## src/rtl/fpu_resp_buffer_if.sv

```systemverilog
// Handshake and result bus between the interconnect, the shared FPU wrapper
// and the credit-gated response buffer.
interface fpu_resp_buffer_if #(
    parameter int ID_WIDTH        = 9,
    parameter int DATA_WIDTH      = 32,
    parameter int FLAGS_OUT_WIDTH = 5,
    parameter int DEPTH           = 4
);
    localparam int CNT_W = $clog2(DEPTH) + 1;

    // Request handshake (payload bypasses the buffer)
    logic                       req_i;
    logic                       gnt_o;
    logic                       fpu_req_o;
    logic                       fpu_gnt_i;

    // FPU result channel (never backpressured)
    logic                       fpu_rvalid_i;
    logic [DATA_WIDTH-1:0]      fpu_rdata_i;
    logic [FLAGS_OUT_WIDTH-1:0] fpu_rflags_i;
    logic [ID_WIDTH-1:0]        fpu_rID_i;

    // Buffered response channel
    logic                       resp_valid_o;
    logic                       resp_ready_i;
    logic [DATA_WIDTH-1:0]      resp_data_o;
    logic [FLAGS_OUT_WIDTH-1:0] resp_flags_o;
    logic [ID_WIDTH-1:0]        resp_ID_o;

    // Status
    logic [CNT_W-1:0]           credits_o;
    logic                       idle_o;
    logic                       overflow_o;

    // Surroundings: interconnect, FPU wrapper and response consumer
    modport master (
        output req_i, fpu_gnt_i, fpu_rvalid_i, fpu_rdata_i, fpu_rflags_i,
               fpu_rID_i, resp_ready_i,
        input  gnt_o, fpu_req_o, resp_valid_o, resp_data_o, resp_flags_o,
               resp_ID_o, credits_o, idle_o, overflow_o
    );

    // The response buffer itself
    modport slave (
        input  req_i, fpu_gnt_i, fpu_rvalid_i, fpu_rdata_i, fpu_rflags_i,
               fpu_rID_i, resp_ready_i,
        output gnt_o, fpu_req_o, resp_valid_o, resp_data_o, resp_flags_o,
               resp_ID_o, credits_o, idle_o, overflow_o
    );
endinterface

```

## src/rtl/fpu_resp_buffer.sv

```systemverilog
// Credit-gated response buffer behind the shared FPU wrapper. Every FPU
// result is captured in a small FIFO and re-presented with a valid/ready
// handshake; requests are only granted while a free slot is guaranteed.
module fpu_resp_buffer #(
    parameter int ID_WIDTH        = 9,
    parameter int DATA_WIDTH      = 32,
    parameter int FLAGS_OUT_WIDTH = 5,
    parameter int DEPTH           = 4
) (
    input logic              clk,
    input logic              rst,
    fpu_resp_buffer_if.slave bus
);
    localparam int PTR_W = $clog2(DEPTH);
    localparam int CNT_W = PTR_W + 1;
    localparam logic [CNT_W-1:0] CNT_DEPTH = CNT_W'(DEPTH);
    localparam logic [CNT_W-1:0] CNT_ONE   = CNT_W'(1);
    localparam logic [PTR_W-1:0] PTR_ONE   = PTR_W'(1);

    logic [CNT_W-1:0]           credits_q, credits_d;
    logic [CNT_W-1:0]           count_q, count_d;
    logic [PTR_W-1:0]           wr_ptr_q, wr_ptr_d;
    logic [PTR_W-1:0]           rd_ptr_q, rd_ptr_d;
    logic                       overflow_q, overflow_d;
    logic [DATA_WIDTH-1:0]      mem_data_q  [DEPTH];
    logic [DATA_WIDTH-1:0]      mem_data_d  [DEPTH];
    logic [FLAGS_OUT_WIDTH-1:0] mem_flags_q [DEPTH];
    logic [FLAGS_OUT_WIDTH-1:0] mem_flags_d [DEPTH];
    logic [ID_WIDTH-1:0]        mem_id_q    [DEPTH];
    logic [ID_WIDTH-1:0]        mem_id_d    [DEPTH];

    logic avail;
    logic issue;
    logic pop;
    logic push;
    logic full;
    logic wr_en;

    // Handshake gating depends only on registered credits, so neither
    // resp_ready_i nor fpu_rvalid_i reaches the grant combinationally.
    assign avail = (credits_q != '0);
    assign issue = bus.req_i & avail & bus.fpu_gnt_i;
    assign pop   = (count_q != '0) & bus.resp_ready_i;
    assign push  = bus.fpu_rvalid_i;
    assign full  = (count_q == CNT_DEPTH);
    // A full FIFO can still accept a result when the head leaves this cycle.
    assign wr_en = push & (~full | pop);

    // Credit bookkeeping: taken at issue, returned when the result is popped.
    always_comb begin
        credits_d = credits_q;
        if (issue && !pop) begin
            credits_d = credits_q - CNT_ONE;
        end else if (pop && !issue && credits_q != CNT_DEPTH) begin
            credits_d = credits_q + CNT_ONE;
        end
    end

    // FIFO next state: write at wr_ptr, read at rd_ptr, sticky overflow on drop.
    always_comb begin
        mem_data_d  = mem_data_q;
        mem_flags_d = mem_flags_q;
        mem_id_d    = mem_id_q;
        wr_ptr_d    = wr_ptr_q;
        rd_ptr_d    = rd_ptr_q;
        count_d     = count_q;
        overflow_d  = overflow_q;
        if (wr_en) begin
            mem_data_d[wr_ptr_q]  = bus.fpu_rdata_i;
            mem_flags_d[wr_ptr_q] = bus.fpu_rflags_i;
            mem_id_d[wr_ptr_q]    = bus.fpu_rID_i;
            wr_ptr_d              = wr_ptr_q + PTR_ONE;
        end
        if (pop) begin
            rd_ptr_d = rd_ptr_q + PTR_ONE;
        end
        if (wr_en && !pop) begin
            count_d = count_q + CNT_ONE;
        end else if (pop && !wr_en) begin
            count_d = count_q - CNT_ONE;
        end
        if (push && !wr_en) begin
            overflow_d = 1'b1;
        end
    end

    // State registers; storage also clears so the head reads 0 after reset.
    always_ff @(posedge clk) begin
        if (rst) begin
            credits_q  <= CNT_DEPTH;
            count_q    <= '0;
            wr_ptr_q   <= '0;
            rd_ptr_q   <= '0;
            overflow_q <= 1'b0;
            for (int i = 0; i < DEPTH; i++) begin
                mem_data_q[i]  <= '0;
                mem_flags_q[i] <= '0;
                mem_id_q[i]    <= '0;
            end
        end else begin
            credits_q   <= credits_d;
            count_q     <= count_d;
            wr_ptr_q    <= wr_ptr_d;
            rd_ptr_q    <= rd_ptr_d;
            overflow_q  <= overflow_d;
            mem_data_q  <= mem_data_d;
            mem_flags_q <= mem_flags_d;
            mem_id_q    <= mem_id_d;
        end
    end

    assign bus.fpu_req_o    = bus.req_i & avail;
    assign bus.gnt_o        = bus.fpu_gnt_i & avail;
    assign bus.resp_valid_o = (count_q != '0);
    assign bus.resp_data_o  = mem_data_q[rd_ptr_q];
    assign bus.resp_flags_o = mem_flags_q[rd_ptr_q];
    assign bus.resp_ID_o    = mem_id_q[rd_ptr_q];
    assign bus.credits_o    = credits_q;
    assign bus.idle_o       = (credits_q == CNT_DEPTH);
    assign bus.overflow_o   = overflow_q;
endmodule

```

## src/flat_wrapper.sv

```systemverilog
// flat-port wrapper written by rule: the top's interface ports become plain ports
module fpu_resp_buffer_flat 
#(
    parameter int ID_WIDTH        = 9,
    parameter int DATA_WIDTH      = 32,
    parameter int FLAGS_OUT_WIDTH = 5,
    parameter int DEPTH           = 4
)
  (clk, rst, bus_req_i, bus_fpu_gnt_i, bus_fpu_rvalid_i, bus_fpu_rdata_i, bus_fpu_rflags_i, bus_fpu_rID_i, bus_resp_ready_i, bus_gnt_o, bus_fpu_req_o, bus_resp_valid_o, bus_resp_data_o, bus_resp_flags_o, bus_resp_ID_o, bus_credits_o, bus_idle_o, bus_overflow_o);
  fpu_resp_buffer_if #(.ID_WIDTH(ID_WIDTH), .DATA_WIDTH(DATA_WIDTH), .FLAGS_OUT_WIDTH(FLAGS_OUT_WIDTH), .DEPTH(DEPTH)) bus_i ();
  input logic clk;
  input logic rst;
  input wire logic [$bits(bus_i.req_i)-1:0] bus_req_i;
  input wire logic [$bits(bus_i.fpu_gnt_i)-1:0] bus_fpu_gnt_i;
  input wire logic [$bits(bus_i.fpu_rvalid_i)-1:0] bus_fpu_rvalid_i;
  input wire logic [$bits(bus_i.fpu_rdata_i)-1:0] bus_fpu_rdata_i;
  input wire logic [$bits(bus_i.fpu_rflags_i)-1:0] bus_fpu_rflags_i;
  input wire logic [$bits(bus_i.fpu_rID_i)-1:0] bus_fpu_rID_i;
  input wire logic [$bits(bus_i.resp_ready_i)-1:0] bus_resp_ready_i;
  output wire logic [$bits(bus_i.gnt_o)-1:0] bus_gnt_o;
  output wire logic [$bits(bus_i.fpu_req_o)-1:0] bus_fpu_req_o;
  output wire logic [$bits(bus_i.resp_valid_o)-1:0] bus_resp_valid_o;
  output wire logic [$bits(bus_i.resp_data_o)-1:0] bus_resp_data_o;
  output wire logic [$bits(bus_i.resp_flags_o)-1:0] bus_resp_flags_o;
  output wire logic [$bits(bus_i.resp_ID_o)-1:0] bus_resp_ID_o;
  output wire logic [$bits(bus_i.credits_o)-1:0] bus_credits_o;
  output wire logic [$bits(bus_i.idle_o)-1:0] bus_idle_o;
  output wire logic [$bits(bus_i.overflow_o)-1:0] bus_overflow_o;
  assign bus_i.req_i = bus_req_i;
  assign bus_i.fpu_gnt_i = bus_fpu_gnt_i;
  assign bus_i.fpu_rvalid_i = bus_fpu_rvalid_i;
  assign bus_i.fpu_rdata_i = bus_fpu_rdata_i;
  assign bus_i.fpu_rflags_i = bus_fpu_rflags_i;
  assign bus_i.fpu_rID_i = bus_fpu_rID_i;
  assign bus_i.resp_ready_i = bus_resp_ready_i;
  assign bus_gnt_o = bus_i.gnt_o;
  assign bus_fpu_req_o = bus_i.fpu_req_o;
  assign bus_resp_valid_o = bus_i.resp_valid_o;
  assign bus_resp_data_o = bus_i.resp_data_o;
  assign bus_resp_flags_o = bus_i.resp_flags_o;
  assign bus_resp_ID_o = bus_i.resp_ID_o;
  assign bus_credits_o = bus_i.credits_o;
  assign bus_idle_o = bus_i.idle_o;
  assign bus_overflow_o = bus_i.overflow_o;
  fpu_resp_buffer #(.ID_WIDTH(ID_WIDTH), .DATA_WIDTH(DATA_WIDTH), .FLAGS_OUT_WIDTH(FLAGS_OUT_WIDTH), .DEPTH(DEPTH)) u_core (.clk(clk), .rst(rst), .bus(bus_i));
endmodule
```

## config.mk

```make
export PLATFORM = sky130hd
export DESIGN_NAME = fpu_resp_buffer_flat
export DESIGN_NICKNAME = d
export VERILOG_FILES = /design/src/rtl/fpu_resp_buffer_if.sv /design/src/rtl/fpu_resp_buffer.sv /design/src/flat_wrapper.sv
export SDC_FILE = /design/constraint.sdc
export NUM_CORES = 1
export LEC_CHECK = 0
export ABC_AREA = 1
export BUFFER_PORTS_ARGS = -buffer_cell sky130_fd_sc_hd__buf_2
export CORE_MARGIN = 3
export CORE_UTILIZATION = 28
export CTS_BUF_LIST = sky130_fd_sc_hd__clkbuf_8
export DETAILED_ROUTE_END_ITERATION = 10
export PLACE_DENSITY = 0.51
export SYNTH_ARGS = -nofsm -noshare
export SYNTH_HDL_FRONTEND = slang
export SYNTH_SLANG_ARGS = --single-unit
```

## constraint.sdc

```tcl
create_clock -name clk -period 3.8 [get_ports clk]
set_input_delay 0.19 -clock clk [delete_from_list [all_inputs] [get_ports clk]]
set_output_delay 0.19 -clock clk [all_outputs]
set_load 0.02 [all_outputs]
```

==> impl_results.md, run 1 <==
* CTS tree: done
* Levels on crit path at 5
* Critical Path End: bus_resp_data_o[27]
* Synth-to-layout area growth at 12.9%
* Worst VDD drop at 0.000290 V
* Setup WS pre-CTS at 1.41 ns
* Worst-path clk slew at 0.11 ns
* Setup Skew at 0.0186 ns
* Vias per cell at 5.13
* Worst path buffer plus inverter count at 3
* CTS buffer count at 17
* PD cells at 585 nW/um^2
* Synth Instances at 1158
* Die Area at 33000 um^2
* DRT Wirelength at 27.9 mm
* Synth Cell Area at 8650 um^2
* Synth Net Count at 1217
* Setup violators final at 0
* Clock Path Buffers at 2
* Cell family with most CP delay: buffers and inverters
* Max Cap Viol at 0
* Hold buffer count at CTS at 22
* Tcrit/Tclk final at 68.5%
* Gpl congestion at 0.717
* CTS H-Tree Depth at 4
* Worst Path Required at 3.61 ns
* Via count at 8283
* Largest net degree at the start of global routing at 94
* First-pass DRT Iterations at 5
* DRT iter0 DRCs at 568
* Post-CTS setup buffer count at 0
* Max Clk Rate at 0.384 GHz
* Antenna-violating nets left at 0
* Outcome: finished, final reports clean
* Sink Count at 195
* Post-CTS Resized at 0
* Horiz. Die Dim at 182 um
* Crit-path max FO at 44
* Rel. slew slack at 31.6%
* Number of synthesized register bits at 195
* Number of antenna violations at the first check in global routing at 2
* Sequential area share after synthesis at 45.2%
* RSZ-0062 raised after global routing: no
* Row cnt at 63
* Ant. Diodes at 0
* Syn. warnings at 0
* FF-to-FF End: u_core.mem_data_q[39]
* Crit path largest cell delay at 0.58 ns
* Fill cells at 3279
* Clk_lat worst skew at 0.46 ns
* I/O pin cnt at 106
* Area of the multi-input gates at 4080 um^2
* Worst Tran Pin Value at 1.03 ns
* Vias in the first global route at 7842
* Slew Viols, Final at 0
* DRC errors left at 0
* CP arrival at 2.41 ns
* Setup crit end kind: primary output
* Port Buffer Count at 105
* Reg-to-reg slack, setup at 1.42 ns
* Starting Density at 28.8%
* Crit Path Class: flip-flop to primary output
* Clk root buf: clkbuf_8
* FF+latch area at 3910 um^2
* Share of post-route cells with drive strength above 1 at 14.2%
* Pleak at 3.50 nW
* Worst setup SP type: flip-flop
* Netlist cell types at 25
* WL/cell at 17.3 um
* Min Tclk post-route at 2.60 ns
* GRT overflow at 0
* RR Startpoint: u_core.count_q[0]
* Total Neg Setup Slack at 0 ns
* Slowest cell on crit path: inv_2
* Core box area at 30000 um^2
* R2R depth at 8
* Final hold vios at 0
* Chip height at 182 um
* All-Layer GR Usage at 16.6%
* Top-area cell type share of the netlist area at 45.2%
* Commonest non-fill, non-tap cells in the layout: a21oi_1 (194), dfxtp_1 (194), nand2_1 (193)
* Global-route wire length before repair at 44.5 mm
* Crit-path cells: inv_2 > buf_4 > o21ai_0 > o22ai_1 > buf_2
* Final net count at 1271
* Critical path launch point: u_core.rd_ptr_q[0]
* Final setup margin at 1.20 ns
* Synth top area cells: dfxtp_1 (45%), a21oi_1 (11%), nand3_1 (11%)
* Hold WC Path Type: input port to flip-flop
* DP HPWL at 14.8 mm
* Avg Cell Area, Syn at 7.47 um^2
* Dominant cell type by area after synthesis: dfxtp_1
## per-stage QoR
step	instances	hold slack (ns)	cell area, um^2	total power [mW]	utilization [%]
after floorplan	1158	0.338	8650	3.80	-
after global placement	1560	0.445	9170	4.48	30.5
after detailed placement	1560	0.449	9170	4.48	30.5
after CTS	1613	0.000541	9750	5.79	32.5
after global routing	1614	0.00474	9760	6.10	32.5
final	1614	0.0336	9760	5.71	32.5
## Yosys cell counts
cell / n
a21boi_0: 2
buf_2: 24
a21oi_1: 194
o22ai_1: 46
xor2_1: 1
buf_8: 1
nor2_2: 1
clkbuf_1: 44
nand3_1: 182
nand2_1: 193
buf_6: 16
inv_6: 1
ha_1: 5
nand2_4: 5
nor3_1: 1
buf_4: 13
dfxtp_1: 195
inv_1: 15
nor2_1: 97
o21ai_1: 1
buf_1: 9
o21ai_0: 97
nand4_1: 2
nand3_2: 11
fa_1: 2
## tightest hold or removal path: stages
cell,delay [ns]
buf_2,0.13
nand3_2,0.07
a21oi_1,0.06
## worst min path at each step
stage / from / endpoint / slack [ns] / depth (start not counted)
final: bus_fpu_rdata_i[23] / u_core.mem_data_q[119] / 0.03 / 3
after global routing: bus_fpu_rdata_i[5] / u_core.mem_data_q[5] / 0.005 / 3
after CTS: bus_fpu_rID_i[7] / u_core.mem_id_q[25] / 0.0005 / 3
after detailed placement: u_core.mem_data_q[46] / u_core.mem_data_q[46] / 0.45 / 2
after global placement: u_core.mem_data_q[61] / u_core.mem_data_q[61] / 0.44 / 2
after floorplan: bus_fpu_rdata_i[19] / u_core.mem_data_q[115] / 0.34 / 2
## state kept, by name, indices dropped and copies added (netlist names)
name / cells
u_core.mem_data_q: 128
u_core.mem_id_q: 36
u_core.mem_flags_q: 20
u_core.bus.credits_o: 3
u_core.count_q: 3
u_core.rd_ptr_q: 2
u_core.wr_ptr_q: 2
u_core.bus.overflow_o: 1
## kinds of logic (layout without fill, tap and decap cells)
kind of cell | after synthesis | after routing | synth area share, %
AND/OR/NAND/NOR | 492 | 492 | 25.3
AO/OA/AOI/OAI | 340 | 340 | 20.4
flip-flops | 195 | 195 | 45.2
buffers and inverters | 123 | 189 | 7.83
adder cells (fa/ha/maj) | 7 | 7 | 1.19
XOR/XNOR | 1 | 1 | 0.101
## power breakdown
part           total, mW  switching, mW  leakage, nW  internal [mW]
clock               1.27          0.801        0.174          0.471
combinational       2.15           1.53         1.74          0.627
sequential          2.28         0.0864         1.58           2.20
total               5.71           2.41         3.50           3.29
## layout make-up
class / count / share of cell area [%]
clock buffer: 17 / 2.40
sequential: 195 / 40.0
multi-input combinational: 840 / 41.8
inverter: 16 / 0.667
tap: 390 / 5.00
clock inverter: 14 / 1.26
timing repair buffer: 142 / 8.89
## per-layer routing
metal / vias up / global-route usage [%] / wire (um)
li1: 4075 / - / -
met1: 3971 / 24.0 / 13600
met2: 221 / 26.2 / 12800
met3: 12 / 2.78 / 1330
met4: 4 / 2.86 / 133
met5: - / 0 / 14
(Power assumes the default switching activity.)
==> run 2, diff against run 1 <==
Settings changed: PLACE_DENSITY 0.51 to 0.53.
Clock period 3.8 ns to 2.3 ns, I/O delays scaled along.
==> run 2 against run 1 <==
Net effect: hold slack better by 0.019 ns; die area unchanged; count of clock-buffer cells in the layout unchanged; power up 72%; largest power group unchanged; via count up 2.2%; core utilization up 1.8 points; setup slack worse by 0.96 ns; first-iteration DRC count up 28%.
==> impl_results.md, run 2 (same netlist as run 1, synthesis figures left out) <==
* Port Buffer Count at 105 (unchanged)
* Worst hold slack at 0.0528 ns (+0.0192 ns)
* Worst Tran Pin Value at 0.627 ns (-0.399 ns)
* Rel. slew slack at 58.2% (+27 points)
* DRT Wirelength at 28.2 mm (+1.1%)
* Clock Path Buffers at 2 (unchanged)
* Sink Count at 195 (unchanged)
* Antenna-violating nets left at 0 (unchanged)
* Reg-to-reg slack, setup at 0.27 ns (-1.15 ns)
* Outcome: finished, final reports clean
* Vias in the first global route at 7873 (+0.40%)
* Starting Density at 28.8% (unchanged)
* All-Layer GR Usage at 16.8% (+0.25 points)
* DP HPWL at 15.9 mm (+7.0%)
* WL/cell at 17.0 um (-1.5%)
* Global-route wire length before repair at 45.0 mm (+1.0%)
* Reg with most FFs: u_core.mem_data_q
* Setup crit end kind: primary output
* Number of antenna violations at the first check in global routing at 1 (-1)
* R2R depth at 8 (unchanged)
* Final setup margin at 0.241 ns (-0.958 ns)
* CTS H-Tree Depth at 4 (unchanged)
* Via count at 8466 (+2.2%)
* CTS buffer count at 17 (unchanged)
* Largest net degree at the start of global routing at 123 (+31%)
* Slew Viols, Final at 0 (unchanged)
* Setup WS pre-CTS at 0.290 ns (-1.13 ns)
* Synth-to-layout area growth at 19.0%
* Commonest non-fill, non-tap cells in the layout: a21oi_1 (194), dfxtp_1 (194), nand2_1 (193)
* Crit-path max FO at 72 (+64%)
* Worst VDD drop at 0.000401 V (+38%)
* Crit Path Class: flip-flop to primary output
* Max FFs per register at 128 (unchanged)
* RSZ-0062 raised after global routing: no
* Worst Path Required at 2.18 ns (-1.43 ns)
* Post-CTS Resized at 0 (unchanged)
* Final hold vios at 0 (unchanged)
* I/O pin cnt at 106 (unchanged)
* DRT iter0 DRCs at 728 (+28%)
* Worst setup SP type: flip-flop
* Vias per cell at 5.11 (-0.38%)
* CP arrival at 1.94 ns (-0.47 ns)
* DRC errors left at 0 (unchanged)
* Worst-path clk slew at 0.11 ns (about the same)
* Max Clk Rate at 0.486 GHz
* Largest regs: u_core.mem_data_q (128), u_core.mem_id_q (36), u_core.mem_flags_q (20)
* Clk_lat worst skew at 0.47 ns (about the same)
* Pleak at 3.74 nW (+7.0%)
* Setup Skew at 0.0179 ns (-0.000666 ns)
* Total Neg Setup Slack at 0 ns (unchanged)
* Pwr Total at 9.80 mW (+72%)
* Share of post-route cells with drive strength above 1 at 14.9% (+0.73 points)
* Max Cap Viol at 0 (unchanged)
* Final net count at 1311 (+3.1%)
* Critical path launch point: u_core.rd_ptr_q[0]
* Die Area at 33000 um^2 (unchanged)
* Row cnt at 63 (unchanged)
* Core box area at 30000 um^2 (unchanged)
* First-pass DRT Iterations at 5 (unchanged)
* PD cells at 952 nW/um^2 (+63%)
* Hold WC Path Type: input port to flip-flop
* RR Startpoint: u_core.count_q[0]
* Chip height at 182 um (unchanged)
* Tcrit/Tclk final at 89.5%
* Gpl congestion at 0.762 (+6.4%)
* Horiz. Die Dim at 182 um (unchanged)
* CTS tree: done
* Setup violators final at 0 (unchanged)
* GRT overflow at 0 (unchanged)
* Clk root buf: clkbuf_8
* FF-to-FF End: u_core.mem_data_q[101]
* Critical Path End: bus_resp_ID_o[5]
* Min Tclk post-route at 2.06 ns
[run 2: cell types whose count changed in the layout (fill, tap and decap cells not counted), sizes merged]
cell	delta
dlygate4sd3	+26
buf	+14
clkinv	+2
clkinvlp	-2
diode	+1
inv	+1
[run 2: critical path, cell delays in order, from the launching register on]
cell and delay, ns:
dfxtp_2 0.41, buf_12 0.29, o21ai_0 0.14, o22ai_1 0.32, buf_2 0.24
[run 2: layout make-up]
cell class,instances,area (um^2)
clock buffer,17,234
inverter,16,65.1
tap,390,488
timing repair buffer,182,1330
antenna,1,2.50
multi-input combinational,840,4080
clock inverter,15,188
fill,3233,19700
sequential,195,3910
[run 2: how the worst min path moves through the flow]
| stage | cells after the start | endpoint | slack [ns] | startpoint |
|---|---|---|---|---|
| finish | 4 | u_core.bus.credits_o[2] | 0.05 | bus_req_i |
| global route | 4 | u_core.bus.credits_o[2] | 0.1 | bus_req_i |
| CTS | 4 | u_core.bus.credits_o[2] | 0.02 | bus_req_i |
| detailed placement | 2 | u_core.mem_data_q[117] | 0.42 | rst |
| global placement | 2 | u_core.mem_data_q[117] | 0.41 | rst |
| floorplan | 2 | u_core.mem_data_q[115] | 0.26 | bus_fpu_rdata_i[19] |
[run 2: where the power goes]
group,total [mW],switching (mW),leakage [nW],internal [mW]
clock,2.32,1.48,0.207,0.844
sequential,3.78,0.147,1.58,3.63
combinational,3.70,2.54,1.95,1.16
total,9.80,4.17,3.74,5.63
[run 2: metal layers]
metal,share of wire (%),global-route usage (%)
met5,0,0
met4,0.78,3.38
met3,5.2,3.08
met2,46,26.5
met1,48,24.1
[run 2: metrics by stage]
step | utilization [%] | instance area, um^2 | cells
2_1_floorplan | - | 8650 | 1158
3_3_place_gp | 31.2 | 9380 | 1574
3_5_place_dp | 31.2 | 9380 | 1574
4_1_cts | 34.3 | 10300 | 1655
5_1_grt | 34.3 | 10300 | 1656
6_report | 34.3 | 10300 | 1656
[run 2: what timing repair did]
item                                   4_1_cts  5_1_grt
hold buffers                                49        0
buffers inserted                             0        0
endpoints found under the hold margin      189        0
==> run 3, diff against run 2 <==
Settings changed: CORE_ASPECT_RATIO set to 0.7, PLACE_DENSITY 0.53 to 0.46, RECOVER_POWER set to 50.
==> run 3 against run 2 <==
Net effect: clock skew decreased by 0.0093 ns; combinational power about the same; power increased by 2.0%; via count increased by 0.19%; core utilization decreased by 0.20 points; global-route usage increased by 0.83 points; sequential power increased by 1%; sequential cell count unchanged; count of clock-buffer cells in the layout increased by 1; clock power increased by 6%; largest cell class unchanged.
==> impl_results.md, run 3 (same netlist as run 1, synthesis figures left out) <==
* Crit-path max FO at 36 (-50%)
* Synth-to-layout area growth at 19.1% (about the same)
* Min Tclk post-route at 2.14 ns (+0.0795 ns)
* Reg-to-reg slack, setup at 0.16 ns (-0.11 ns)
* PD cells at 970 nW/um^2 (+1.9%)
* Starting Density at 28.6% (-0.20 points)
* Largest net degree at the start of global routing at 130 (+5.7%)
* Vias in the first global route at 8033 (+2.0%)
* DRT Wirelength at 29.7 mm (+5.5%)
* Met1 Resource Use GR at 25.9% (+1.7 points)
* Antenna-violating nets left at 0 (unchanged)
* Most common cell after layout, fill and taps aside: nand2_1
* Sw frac at 40.8% (-1.7 points)
* Max FFs per register at 128 (unchanged)
* All-Layer GR Usage at 17.7% (+0.83 points)
* CP arrival at 2.02 ns (+0.08 ns)
* Global-route wire length before repair at 46.5 mm (+3.5%)
* Share of post-route cells with drive strength above 1 at 13.9% (-1.0 points)
* Final net count at 1313 (+0.15%)
* Die Area at 33100 um^2 (+0.10%)
* Worst VDD drop at 0.000327 V (-18%)
* Max Cap Viol at 0 (unchanged)
* Vias per cell at 5.05 (-1.2%)
* Area of the multi-input gates at 4060 um^2 (-0.46%)
* Final hold vios at 0 (unchanged)
* Gpl congestion at 0.719 (-5.7%)
* Crit Path Class: flip-flop to primary output
* Combinational power share at 37.1% (-0.7 points)
* Max Clk Rate at 0.468 GHz (-3.7%)
* Fill cells at 3323 (+2.8%)
* CTS buffer count at 17 (unchanged)
* CTS H-Tree Depth at 4 (unchanged)
* Worst Path Required at 2.18 ns (about the same)
* DRC errors left at 0 (unchanged)
* FF+latch area at 3910 um^2 (about the same)
* Pleak at 3.72 nW (-0.67%)
* Chip height at 153 um (-16%)
* RR Startpoint: u_core.count_q[0]
* DRT iter0 DRCs at 750 (+3.0%)
* Sink Count at 195 (unchanged)
* GRT overflow at 0 (unchanged)
* Clk pwr share at 24.6% (+0.9 points)
* Via count at 8482 (+0.19%)
* Worst setup SP type: flip-flop
* Global route hottest layer: met2
* Largest regs: u_core.mem_data_q (128), u_core.mem_id_q (36), u_core.mem_flags_q (20)
* Worst Tran Pin Value at 1.08 ns (+0.448 ns)
* Commonest non-fill, non-tap cells in the layout: nand2_1 (195), a21oi_1 (194), dfxtp_1 (194)
* Row cnt at 53 (-16%)
* Reg with most FFs: u_core.mem_data_q
* Number of antenna violations at the first check in global routing at 0 (-1)
* Port Buffer Count at 105 (unchanged)
* Critical path launch point: u_core.rd_ptr_q[0]
* RSZ-0062 raised after global routing: no
* Sequential Power Share at 38.2% (-0.4 points)
* DP HPWL at 16.9 mm (+6.1%)
* Critical Path End: bus_resp_data_o[3]
* First-pass DRT Iterations at 5 (unchanged)
* Setup crit end kind: primary output
* Clk root buf: clkbuf_8
* Total Neg Setup Slack at 0 ns (unchanged)
* Hold WC Path Type: input port to flip-flop
* Grt met3 use at 2.92% (-0.16 points)
* Setup Skew at 0.00861 ns (-0.00932 ns)
* Clock Path Buffers at 2 (unchanged)
* Ant. Diodes at 0 (-1)
* Tcrit/Tclk final at 93.0% (+3.5 points)
* Setup WS pre-CTS at 0.351 ns (+0.0610 ns)
* Slew Viols, Final at 0 (unchanged)
* Worst-path clk slew at 0.10 ns (about the same)
* Post-CTS setup buffer count at 0 (unchanged)
* Setup violators final at 0 (unchanged)
* Final setup margin at 0.161 ns (-0.0795 ns)
* NetSw at 4.08 mW (-2.1%)
* Rel. slew slack at 28.3% (-30 points)
* Horiz. Die Dim at 216 um (+19%)
* I/O pin cnt at 106 (unchanged)
* Cell Int Power at 5.91 mW (+4.9%)
* Met2 usage at 27.3% (+0.80 points)
* Outcome: finished, final reports clean
* CTS tree: done
* R2R depth at 8 (unchanged)
* FF-to-FF End: u_core.mem_id_q[32]
* Core box area at 30200 um^2 (+0.69%)
* Clk_lat worst skew at 0.49 ns (+0.02 ns)
* WL/cell at 17.7 um (+4.0%)
[run 3: worst max-delay path: stages, from the launching register on]
cell     delay [ns]
dfxtp_4        0.53
buf_6          0.32
o21ai_0        0.14
o22ai_1        0.30
buf_2          0.24
[run 3: routing by layer]
layer,routed length (um),share of wire (%)
met3,1420,4.8
met4,297,1.0
met1,14500,49
met5,0,0
met2,13500,45
[run 3: layout make-up]
class | instances | share of cell area (%)
repair buffers | 184 | 12.9
well taps | 412 | 5.00
flip-flops and latches | 195 | 37.9
inverters | 16 | 0.632
clock buffers | 18 | 2.41
clock inverters | 14 | 1.72
multi-input cells | 840 | 39.4
[run 3: worst min-delay path by stage]
stage | from | end | depth (start not counted)
after floorplan | bus_fpu_rdata_i[19] | u_core.mem_data_q[115] | 2
after global placement | bus_fpu_rdata_i[28] | u_core.mem_data_q[124] | 3
after detailed placement | bus_fpu_rdata_i[28] | u_core.mem_data_q[124] | 3
after CTS | bus_fpu_gnt_i | u_core.bus.credits_o[2] | 5
after global routing | bus_fpu_gnt_i | u_core.bus.credits_o[2] | 5
final | bus_fpu_gnt_i | u_core.bus.credits_o[2] | 5
[run 3: what timing repair did]
action                                  in CTS  in global routing
resized for setup                            1                  2
cloned                                       0                  0
endpoints found under the setup margin       1                  1
hold buffers                                51                  0
hold endpoints to repair                   189                  0
[run 3: through the flow]
| stage | utilization [%] | power [mW] | cell area [um^2] | hold slack [ns] | instances |
|---|---|---|---|---|---|
| global route | 34.1 | 10.6 | 10300 | 0.106 | 1679 |
| CTS | 34.3 | 10.1 | 10400 | 0.0424 | 1679 |
| finish | 34.1 | 9.99 | 10300 | 0.101 | 1679 |
| detailed placement | 31.1 | 7.59 | 9420 | 0.423 | 1596 |
| floorplan | - | 6.28 | 8650 | 0.263 | 1158 |
| global placement | 31.1 | 7.60 | 9420 | 0.423 | 1596 |
[run 3: power by group through the flow]
stage               combinational [mW]  sequential (mW)  clock (mW)
global route                      4.08             3.86        2.67
detailed placement                3.70             3.90           0
CTS                               3.78             3.82        2.54
global placement                  3.70             3.89           0
floorplan                         2.45             3.84           0
finish                            3.71             3.82        2.46
